**config.mk**
```make
export PLATFORM = sky130hd
export DESIGN_NAME = adder_pipe
export DESIGN_NICKNAME = d
export VERILOG_FILES = /design/src/rtl/adder_pkg.sv /design/src/rtl/adder_seg.sv /design/src/rtl/adder_pipe.sv
export SDC_FILE = /design/constraint.sdc
export NUM_CORES = 1
export LEC_CHECK = 0
export BUFFER_PORTS_ARGS = -buffer_cell sky130_fd_sc_hd__buf_4
export CORE_AREA = 2 2 64 90
export CTS_CLUSTER_DIAMETER = 80
export DETAILED_ROUTE_END_ITERATION = 10
export DIE_AREA = 0 0 66 92
export GPL_TIMING_DRIVEN = 0
export PLACE_DENSITY = 0.73
export SYNTH_ARGS = -nofsm -noshare
export SYNTH_HDL_FRONTEND = slang
export SYNTH_SLANG_ARGS = --single-unit
export TNS_END_PERCENT = 20
```
**constraint.sdc**
```tcl
create_clock -name clk -period 2.3 [get_ports clk]
set_clock_uncertainty 0.2 [all_clocks]
set_input_delay 0.46 -clock clk [delete_from_list [all_inputs] [get_ports clk]]
set_output_delay 0.46 -clock clk [all_outputs]
set_load 0.05 [all_outputs]
```
**src/rtl/adder_pkg.sv**
```systemverilog
// Shared constants and helpers for the segmented pipelined adder.
package adder_pkg;

  localparam logic MODE_ADD = 1'b0;
  localparam logic MODE_SUB = 1'b1;

  function automatic int seg_width(input int width, input int stages);
    return width / stages;
  endfunction

endpackage

```
**src/rtl/adder_seg.sv**
```systemverilog
// One segment of the carry-pipelined adder: SEG_W-bit add with carry in/out.
module adder_seg
  import adder_pkg::*;
#(
  parameter int SEG_W = 8
) (
  input  logic [SEG_W-1:0] a_i,
  input  logic [SEG_W-1:0] b_i,
  input  logic             ci_i,
  output logic [SEG_W-1:0] s_o,
  output logic             co_o
);

  assign {co_o, s_o} = {1'b0, a_i} + {1'b0, b_i} + {{SEG_W{1'b0}}, ci_i};

endmodule

```
**src/rtl/adder_pipe.sv**
```systemverilog
// Carry-pipelined add/sub, one WIDTH/STAGES-bit segment per stage, valid/ready flow.
// Define ADDER_PIPE_SAT_EN to add the sat input and signed-overflow clamping.
module adder_pipe
  import adder_pkg::*;
#(
  parameter int WIDTH  = 16,
  parameter int STAGES = 2
) (
  input  logic             clk,
  input  logic             rst,
  input  logic             enable,
  input  logic             in_valid,
  output logic             in_ready,
  input  logic             mode,
  input  logic [WIDTH-1:0] A,
  input  logic [WIDTH-1:0] B,
`ifdef ADDER_PIPE_SAT_EN
  input  logic             sat,
`endif
  output logic             out_valid,
  input  logic             out_ready,
  output logic [WIDTH:0]   Sum,
  output logic             ovf
);

  localparam int SEG_W = seg_width(WIDTH, STAGES);
  localparam int L     = STAGES - 1;

  if (WIDTH < 2 || STAGES < 1 || STAGES > WIDTH || (WIDTH % STAGES) != 0) begin : g_bad_cfg
    $error("adder_pipe: WIDTH must be >= 2 and a multiple of STAGES, 1 <= STAGES <= WIDTH");
  end

  logic            advance;
  logic [STAGES:1] vld_pipe;
  logic [WIDTH:0]  sum_q, sum_d;
  logic            ovf_q, ovf_d;

  assign advance   = enable & (~vld_pipe[STAGES] | out_ready);
  assign in_ready  = advance;
  assign out_valid = vld_pipe[STAGES];
  assign Sum       = sum_q;
  assign ovf       = ovf_q;

  // Empty slots shift like beats so bubbles are never collapsed.
  always_ff @(posedge clk) begin
    if (rst) begin
      vld_pipe <= '0;
    end else if (advance) begin
      vld_pipe[1] <= in_valid;
      for (int i = 2; i <= STAGES; i++) vld_pipe[i] <= vld_pipe[i-1];
    end
  end

  // Each stage consumes the low segment of the pending operands; consumed
  // bits are dropped and finished result segments accumulate above.
  for (genvar s = 0; s < STAGES; s++) begin : g_stage
    localparam int PEND = WIDTH - s*SEG_W;
    localparam int DONE = s*SEG_W;

    logic [PEND-1:0]       a_in, b_in;
    logic [DONE+SEG_W-1:0] r_new;
    logic [SEG_W-1:0]      b_seg, seg_s;
    logic                  m_in, c_in, v_in, seg_co;
`ifdef ADDER_PIPE_SAT_EN
    logic                  sat_in;
`endif

    if (s == 0) begin : g_src
      assign a_in  = A;
      assign b_in  = B;
      assign m_in  = mode;
      assign c_in  = (mode == MODE_SUB);
      assign v_in  = in_valid;
      assign r_new = seg_s;
`ifdef ADDER_PIPE_SAT_EN
      assign sat_in = sat;
`endif
    end else begin : g_src
      assign a_in  = g_stage[s-1].g_reg.a_q;
      assign b_in  = g_stage[s-1].g_reg.b_q;
      assign m_in  = g_stage[s-1].g_reg.m_q;
      assign c_in  = g_stage[s-1].g_reg.c_q;
      assign v_in  = vld_pipe[s];
      assign r_new = {seg_s, g_stage[s-1].g_reg.r_q};
`ifdef ADDER_PIPE_SAT_EN
      assign sat_in = g_stage[s-1].g_reg.sat_q;
`endif
    end

    assign b_seg = b_in[SEG_W-1:0] ^ {SEG_W{m_in == MODE_SUB}};

    adder_seg #(.SEG_W(SEG_W)) u_seg (
      .a_i  (a_in[SEG_W-1:0]),
      .b_i  (b_seg),
      .ci_i (c_in),
      .s_o  (seg_s),
      .co_o (seg_co)
    );

    if (s < L) begin : g_reg
      logic [PEND-SEG_W-1:0] a_q, b_q;
      logic [DONE+SEG_W-1:0] r_q;
      logic                  m_q, c_q;
`ifdef ADDER_PIPE_SAT_EN
      logic                  sat_q;
`endif

      always_ff @(posedge clk) begin
        if (rst) begin
          a_q <= '0;
          b_q <= '0;
          r_q <= '0;
          m_q <= 1'b0;
          c_q <= 1'b0;
`ifdef ADDER_PIPE_SAT_EN
          sat_q <= 1'b0;
`endif
        end else if (advance && v_in) begin
          a_q <= a_in[PEND-1:SEG_W];
          b_q <= b_in[PEND-1:SEG_W];
          r_q <= r_new;
          m_q <= m_in;
          c_q <= seg_co;
`ifdef ADDER_PIPE_SAT_EN
          sat_q <= sat_in;
`endif
        end
      end
    end else begin : g_out
      // Top segment holds the sign bits: a_in MSB and the (possibly inverted) b MSB.
      always_comb begin
        ovf_d = (a_in[SEG_W-1] == b_seg[SEG_W-1]) && (r_new[WIDTH-1] != a_in[SEG_W-1]);
`ifdef ADDER_PIPE_SAT_EN
        if (sat_in && ovf_d)
          sum_d = a_in[SEG_W-1] ? {2'b01, {(WIDTH-1){1'b0}}} : {2'b00, {(WIDTH-1){1'b1}}};
        else
          sum_d = {seg_co, r_new};
`else
        sum_d = {seg_co, r_new};
`endif
      end

      always_ff @(posedge clk) begin
        if (rst) begin
          sum_q <= '0;
          ovf_q <= 1'b0;
        end else if (advance && v_in) begin
          sum_q <= sum_d;
          ovf_q <= ovf_d;
        end
      end
    end
  end

endmodule

```
# == After elaboration in Yosys (flattened, before gate mapping) ==
# Index checks and enable logic that the tools add are counted.
# word_totals
reg_bits,46
inputBits,38
output_inout_bits,20
word_cells,22
# op_classes
n_addsub,4
n_eq_ne,2
bitwise,5
n_reduce_logical,3
# op_table
cell,count
8-bit by 8-bit adder with 9-bit output,2
9-bit by 1-bit adder with 9-bit output,2
8-bit XOR,2
1-bit logical AND,3
1-bit AND,1
1-bit == test,1
1-bit inequality test,1
1-bit inverter,1
1-bit OR,1

# == Logic depth before layout (Yosys ltp) ==
# logic_depth
word_depth,5
mapped_depth,9
mapped_depth_nobuf,8

# == Modules after synthesis ==
# A second synthesis with hierarchy kept.
# unflattened
hier_cells,317
area_unflattened_um2,2602.5
# modules_own_cells
mod,n_inst,cells_per_inst,area_each_um2,seq_area_each_um2
adder_pipe,1,235,1939.4,920.9
adder_seg (g_stage[0].u_seg),1,42,331.6,0.0
adder_seg (g_stage[1].u_seg),1,40,331.6,0.0

# == Worst setup path after synthesis ==
# Ideal clock, no wire load.
# synth_path
path_kind,input-to-reg
startpoint,input port mode
endpoint,register g_stage[0].g_reg.c_q
setup_time_ns,0.095
arrival_ns,2.099
required_time_ns,2.005
slack_ns,-0.095
cell_stages,9
n_path_buf,1
path_cell_list,buf_4 -> xor2_1 -> inv_1 -> fa_1 -> nor2b_1 -> o31a_1 -> o21ai_0 -> a21o_1 -> a221oi_1
# synth_via
elab_chain_cells,3
# synth_lines
element,line_no,source
"start, declared",adder_pipe.sv:14,"input logic mode,"
8-bit XOR,adder_pipe.sv:90,assign b_seg = b_in[SEG_W-1:0] ^ {SEG_W{m_in == MODE_SUB}};
8-bit by 8-bit adder with 9-bit output,adder_seg.sv:14,"assign {co_o, s_o} = {1'b0, a_i} + {1'b0, b_i} + {{SEG_W{1'b0}}, ci_i};"
9-bit by 1-bit adder with 9-bit output *,adder_seg.sv:14,
"end signal, assigned",adder_pipe.sv:123,c_q <= seg_co;
"end, declared",adder_pipe.sv:103,"logic m_q, c_q;"
# Every way passes the cells marked *; elsewhere a longest branch is shown, timed or not.
# A chain may end at the register's enable or synchronous reset.

# == Worst setup path after layout ==
# layout_path
startpoint,register g_stage[0].g_reg.m_q
endpoint,"register sum_q[15], in the netlist Sum[15]"
# layout_via
elab_chain_cells,3
# layout_lines
element,line_no,source
"start, declared",adder_pipe.sv:103,
"start signal, assigned",adder_pipe.sv:122,m_q <= m_in;
8-bit XOR,adder_pipe.sv:90,
8-bit by 8-bit adder with 9-bit output,adder_seg.sv:14,
9-bit by 1-bit adder with 9-bit output,adder_seg.sv:14,
"end signal, assigned",adder_pipe.sv:148,sum_q <= sum_d;
"end, declared",adder_pipe.sv:35,"logic [WIDTH:0] sum_q, sum_d;"
# No other way between the ends.

==> results.sh <==
export IMPL_status="finished, violations left"
export IMPL_violations="negative setup slack"
export IMPL_fmax_mhz=434
export IMPL_row_count=32
export IMPL_placed_area_sq_um=2940
export IMPL_layout_area_seq_sq_um=926
export IMPL_htree_levels=2
export IMPL_ant_nets=0
export IMPL_setup_viol=1
export IMPL_ir_worst_vdd_mv=0.423
export IMPL_hold_path_class="input pin to register"
export IMPL_p_leak_uw=0.00132
export IMPL_holdWs_ps=201
export IMPL_cp_max_fo=4
export IMPL_slew_headroom_pct=65.1
export IMPL_avgRoutedWirePerCell_microns=13.1
export IMPL_cts_reportedPaths_clkPinSlew_ps=80
export IMPL_track_usage_pct=19.5
export IMPL_p_total_uw=1710
export IMPL_synth_area_leaders="dfxtp_1, nand2_1, a21oi_1"
export IMPL_ctsHoldBuffers=0
export IMPL_viasPerCell=5.22
export IMPL_synth_area_sq_um=2430
export IMPL_cts_sinks=46
export IMPL_fin_cells=437
export IMPL_start_util_pct=45.3
export IMPL_crit_family="simple AND/OR/NAND/NOR gates"
export IMPL_period_needed_ps=2310
export IMPL_path_class="register to register"
export IMPL_yosys_warnings=0
export IMPL_gp_congestion=0.903
export IMPL_ys_seq_area_share_pct=37.9
export IMPL_slowest_stage="or4_1"
export IMPL_tightest_slew_ps=521
export IMPL_endpoint_kind="register"
export IMPL_die_y_microns=92
export IMPL_cpPeakStageDelay_ps=530
export IMPL_path_cells="buf_6, xor2_2, ha_2, o211ai_1, a21oi_2, o41ai_4, or4_1, nand3_1"
export IMPL_clk_path_buf_depth=2
export IMPL_core_sq_um=5370
export IMPL_clk_latency_ps=300
export IMPL_power_density_nw_per_um2=538
export IMPL_drv_slew=0
export IMPL_layout_drive_gt1_share_pct=27.1
export IMPL_grt_antenna_before_repair=0
export IMPL_multi_input_area_sq_um=1490
export IMPL_startpoint_type="register"
export IMPL_totalWireLength_mm=5.74
export IMPL_clockRootBuffer="clkbuf_8"
export IMPL_grt_pass1_wl_mm=9.25
export IMPL_grt_max_degree=14
export IMPL_drc=0
export IMPL_ys_seq_elements=46
export IMPL_hp_start="B[8]"
export IMPL_diodes=0
export IMPL_post_route_period_util_pct=100
export IMPL_grt_pass1_vias=2067
export IMPL_num_vias=2279
export IMPL_first_pass_iters=4
export IMPL_cts_inserted_buffers=5
export IMPL_layout_nets=424
export IMPL_rsz0062_at_grt="true"
export IMPL_maxCapViolCount=0
export IMPL_timing_rr_start="g_stage[0].g_reg.m_q$_SDFFE_PP0P_"
export IMPL_port_buffers=55
export IMPL_hpwl_mm=4.29
export IMPL_io_pins=58
export IMPL_synthCells=299
export IMPL_cp_startpoint="g_stage[0].g_reg.m_q$_SDFFE_PP0P_"
export IMPL_fillers=527
export IMPL_worst_path_buf_inv=1
export IMPL_arrival_ps=2340
export IMPL_synth_top_cell_area_share_pct=37.9
export IMPL_final_cell_area_sq_um=3180
export IMPL_syn_avg_cell_area_sq_um=8.13
export IMPL_hold_violations=0
export IMPL_die_w_microns=66
export IMPL_ys_types=38
export IMPL_post_route_util_pct=59.4
export IMPL_area_growth_pct=30.9
export IMPL_cts_tree="yes"
export IMPL_dieArea_sq_um=6070
export IMPL_dp_cells=422
export IMPL_overflow=0
export IMPL_syn_nets=354
export IMPL_drtIter0Drc=75
export IMPL_setup_slack_ps=-5.99
export IMPL_synth_top_area_cell="dfxtp_1"
export IMPL_cp_required_ps=2340
-- what timing repair did --
action                     4_1_cts  5_1_grt
setup endpoints to repair        5        6
pin swaps                        7       12
gates resized for setup         11       11
setup buffers                    5        4
-- final timing paths --
| path | depth (start not counted) | slack [ps] | end |
|---|---|---|---|
| max | 8 | -6 | Sum[15]$_SDFFE_PP0P_ |
| min | 3 | 200 | g_stage[0].g_reg.b_q[0]$_SDFFE_PP0P_ |
| max reg2reg | 8 | -6 | Sum[15]$_SDFFE_PP0P_ |
| min reg2reg | 2 | 260 | Sum[7]$_SDFFE_PP0P_ |
-- cell type report --
cell class	instances	share of cell area, %
Buffer	16	2.36
Clock buffer	5	2.16
Clock inverter	2	0.314
Inverter	13	1.53
Multi-Input combinational cell	223	46.7
Sequential cell	46	29.1
Tap cell	68	2.67
Timing Repair Buffer	64	15.2
-- Yosys cell counts --
| master | number |
|---|---|
| o211ai_2 | 1 |
| o31ai_1 | 2 |
| nor2b_1 | 5 |
| nand3_1 | 6 |
| o21ai_0 | 6 |
| buf_1 | 2 |
| inv_1 | 13 |
| o31a_1 | 2 |
| nor2_1 | 14 |
| or3_1 | 3 |
| nor4b_1 | 3 |
| nor4_1 | 4 |
| nand2b_1 | 3 |
| o21ai_2 | 1 |
| a211oi_1 | 7 |
| or4_1 | 3 |
| xnor2_1 | 2 |
| buf_4 | 1 |
| o21ai_1 | 1 |
| ha_1 | 14 |
| o41ai_1 | 1 |
| a21oi_1 | 39 |
| o211ai_1 | 6 |
| mux2i_2 | 1 |
| nand2_1 | 61 |
| o21a_1 | 2 |
| a31oi_1 | 5 |
| a221oi_1 | 1 |
| nor3_1 | 2 |
| xor2_1 | 17 |
| fa_1 | 3 |
| nand3_2 | 1 |
| buf_2 | 7 |
| dfxtp_1 | 46 |
| nand4_1 | 3 |
| clkbuf_1 | 7 |
| a21o_1 | 3 |
| a211o_2 | 1 |
-- flip-flops by register name (all words and copies together), names as in the netlist --
signal / flops
ovf: 1
g_stage.g_reg.b_q: 8
g_stage.g_reg.c_q: 1
Sum: 17
g_stage.g_reg.a_q: 8
g_stage.g_reg.m_q: 1
g_stage.g_reg.r_q: 8
vld_pipe: 2
-- kinds of logic (layout without fill, tap and decap cells) --
kind of cell               after synthesis  in the layout  synth area share [%]
and+or+nand+nor                        108            108                  20.3
xor gates and xnor gates                19             19                  6.84
DFF                                     46             46                  37.9
AOI/OAI and AO/OA                       78             78                  19.6
buffers and inverters                   30            100                  5.14
muxes                                    1              1                 0.566
adders and majority gates               17             17                  9.67
-- stage by stage --
| step | setup slack, ps | TNS [ps] |
|---|---|---|
| after floorplan | -15.3 | -15.3 |
| after global placement | -175 | -422 |
| after detailed placement | -209 | -695 |
| after CTS | -34.2 | -92.4 |
| after global routing | -133 | -181 |
| final | -5.99 | -5.99 |
-- worst register-to-register path: stages, from the launching register on --
cell	delay, ps
dfxtp_4	380
buf_6	150
xor2_2	170
ha_2	320
o211ai_1	100
a21oi_2	210
o41ai_4	100
or4_1	530
nand3_1	90
-- per-layer routing --
layer / global-route usage (%) / part of all wire (%) / routed length, microns / vias to the layer above
li1: - / - / - / 1178
met5: 0 / 0 / 0 / -
met3: 2.82 / 5.5 / 316 / 9
met2: 32.5 / 50 / 2890 / 62
met1: 24.4 / 42 / 2430 / 1030
met4: 8.84 / 1.7 / 99 / 0
-- placed cells by master, fill, tap and decap left out, types with 2 or more instances in the layout --
cell | netlist | final
o21ai_2 | 1 | 2
clkbuf_1 | 7 | 7
buf_6 | 0 | 2
nand4_1 | 3 | 3
a21o_1 | 3 | 3
o31a_1 | 2 | 2
inv_1 | 13 | 13
o21ai_0 | 6 | 4
o21ai_1 | 1 | 2
ha_1 | 14 | 13
nand3_1 | 6 | 6
or3_1 | 3 | 3
o31ai_1 | 2 | 2
or4_1 | 3 | 3
a211oi_1 | 7 | 6
nor2_1 | 14 | 14
xor2_2 | 0 | 4
o21a_1 | 2 | 2
dfxtp_1 | 46 | 44
nor4b_1 | 3 | 3
buf_1 | 2 | 2
nor3_1 | 2 | 2
buf_4 | 1 | 63
buf_2 | 7 | 6
clkbuf_8 | 0 | 5
a31oi_1 | 5 | 5
a21oi_1 | 39 | 38
xor2_1 | 17 | 13
clkinv_2 | 0 | 2
nor2b_1 | 5 | 4
nor4_1 | 4 | 4
nand2b_1 | 3 | 3
o211ai_1 | 6 | 6
fa_2 | 0 | 3
nand2_1 | 61 | 60
-- power by group --
part | total [uW] | internal [uW] | switching, uW | leakage, uW
clock network | 458 | 204 | 254 | 0.0000438
logic | 401 | 176 | 225 | 0.000900
registers | 855 | 832 | 23.6 | 0.000376
total | 1710 | 1210 | 503 | 0.00132
Power figures use the tool's default switching activity.
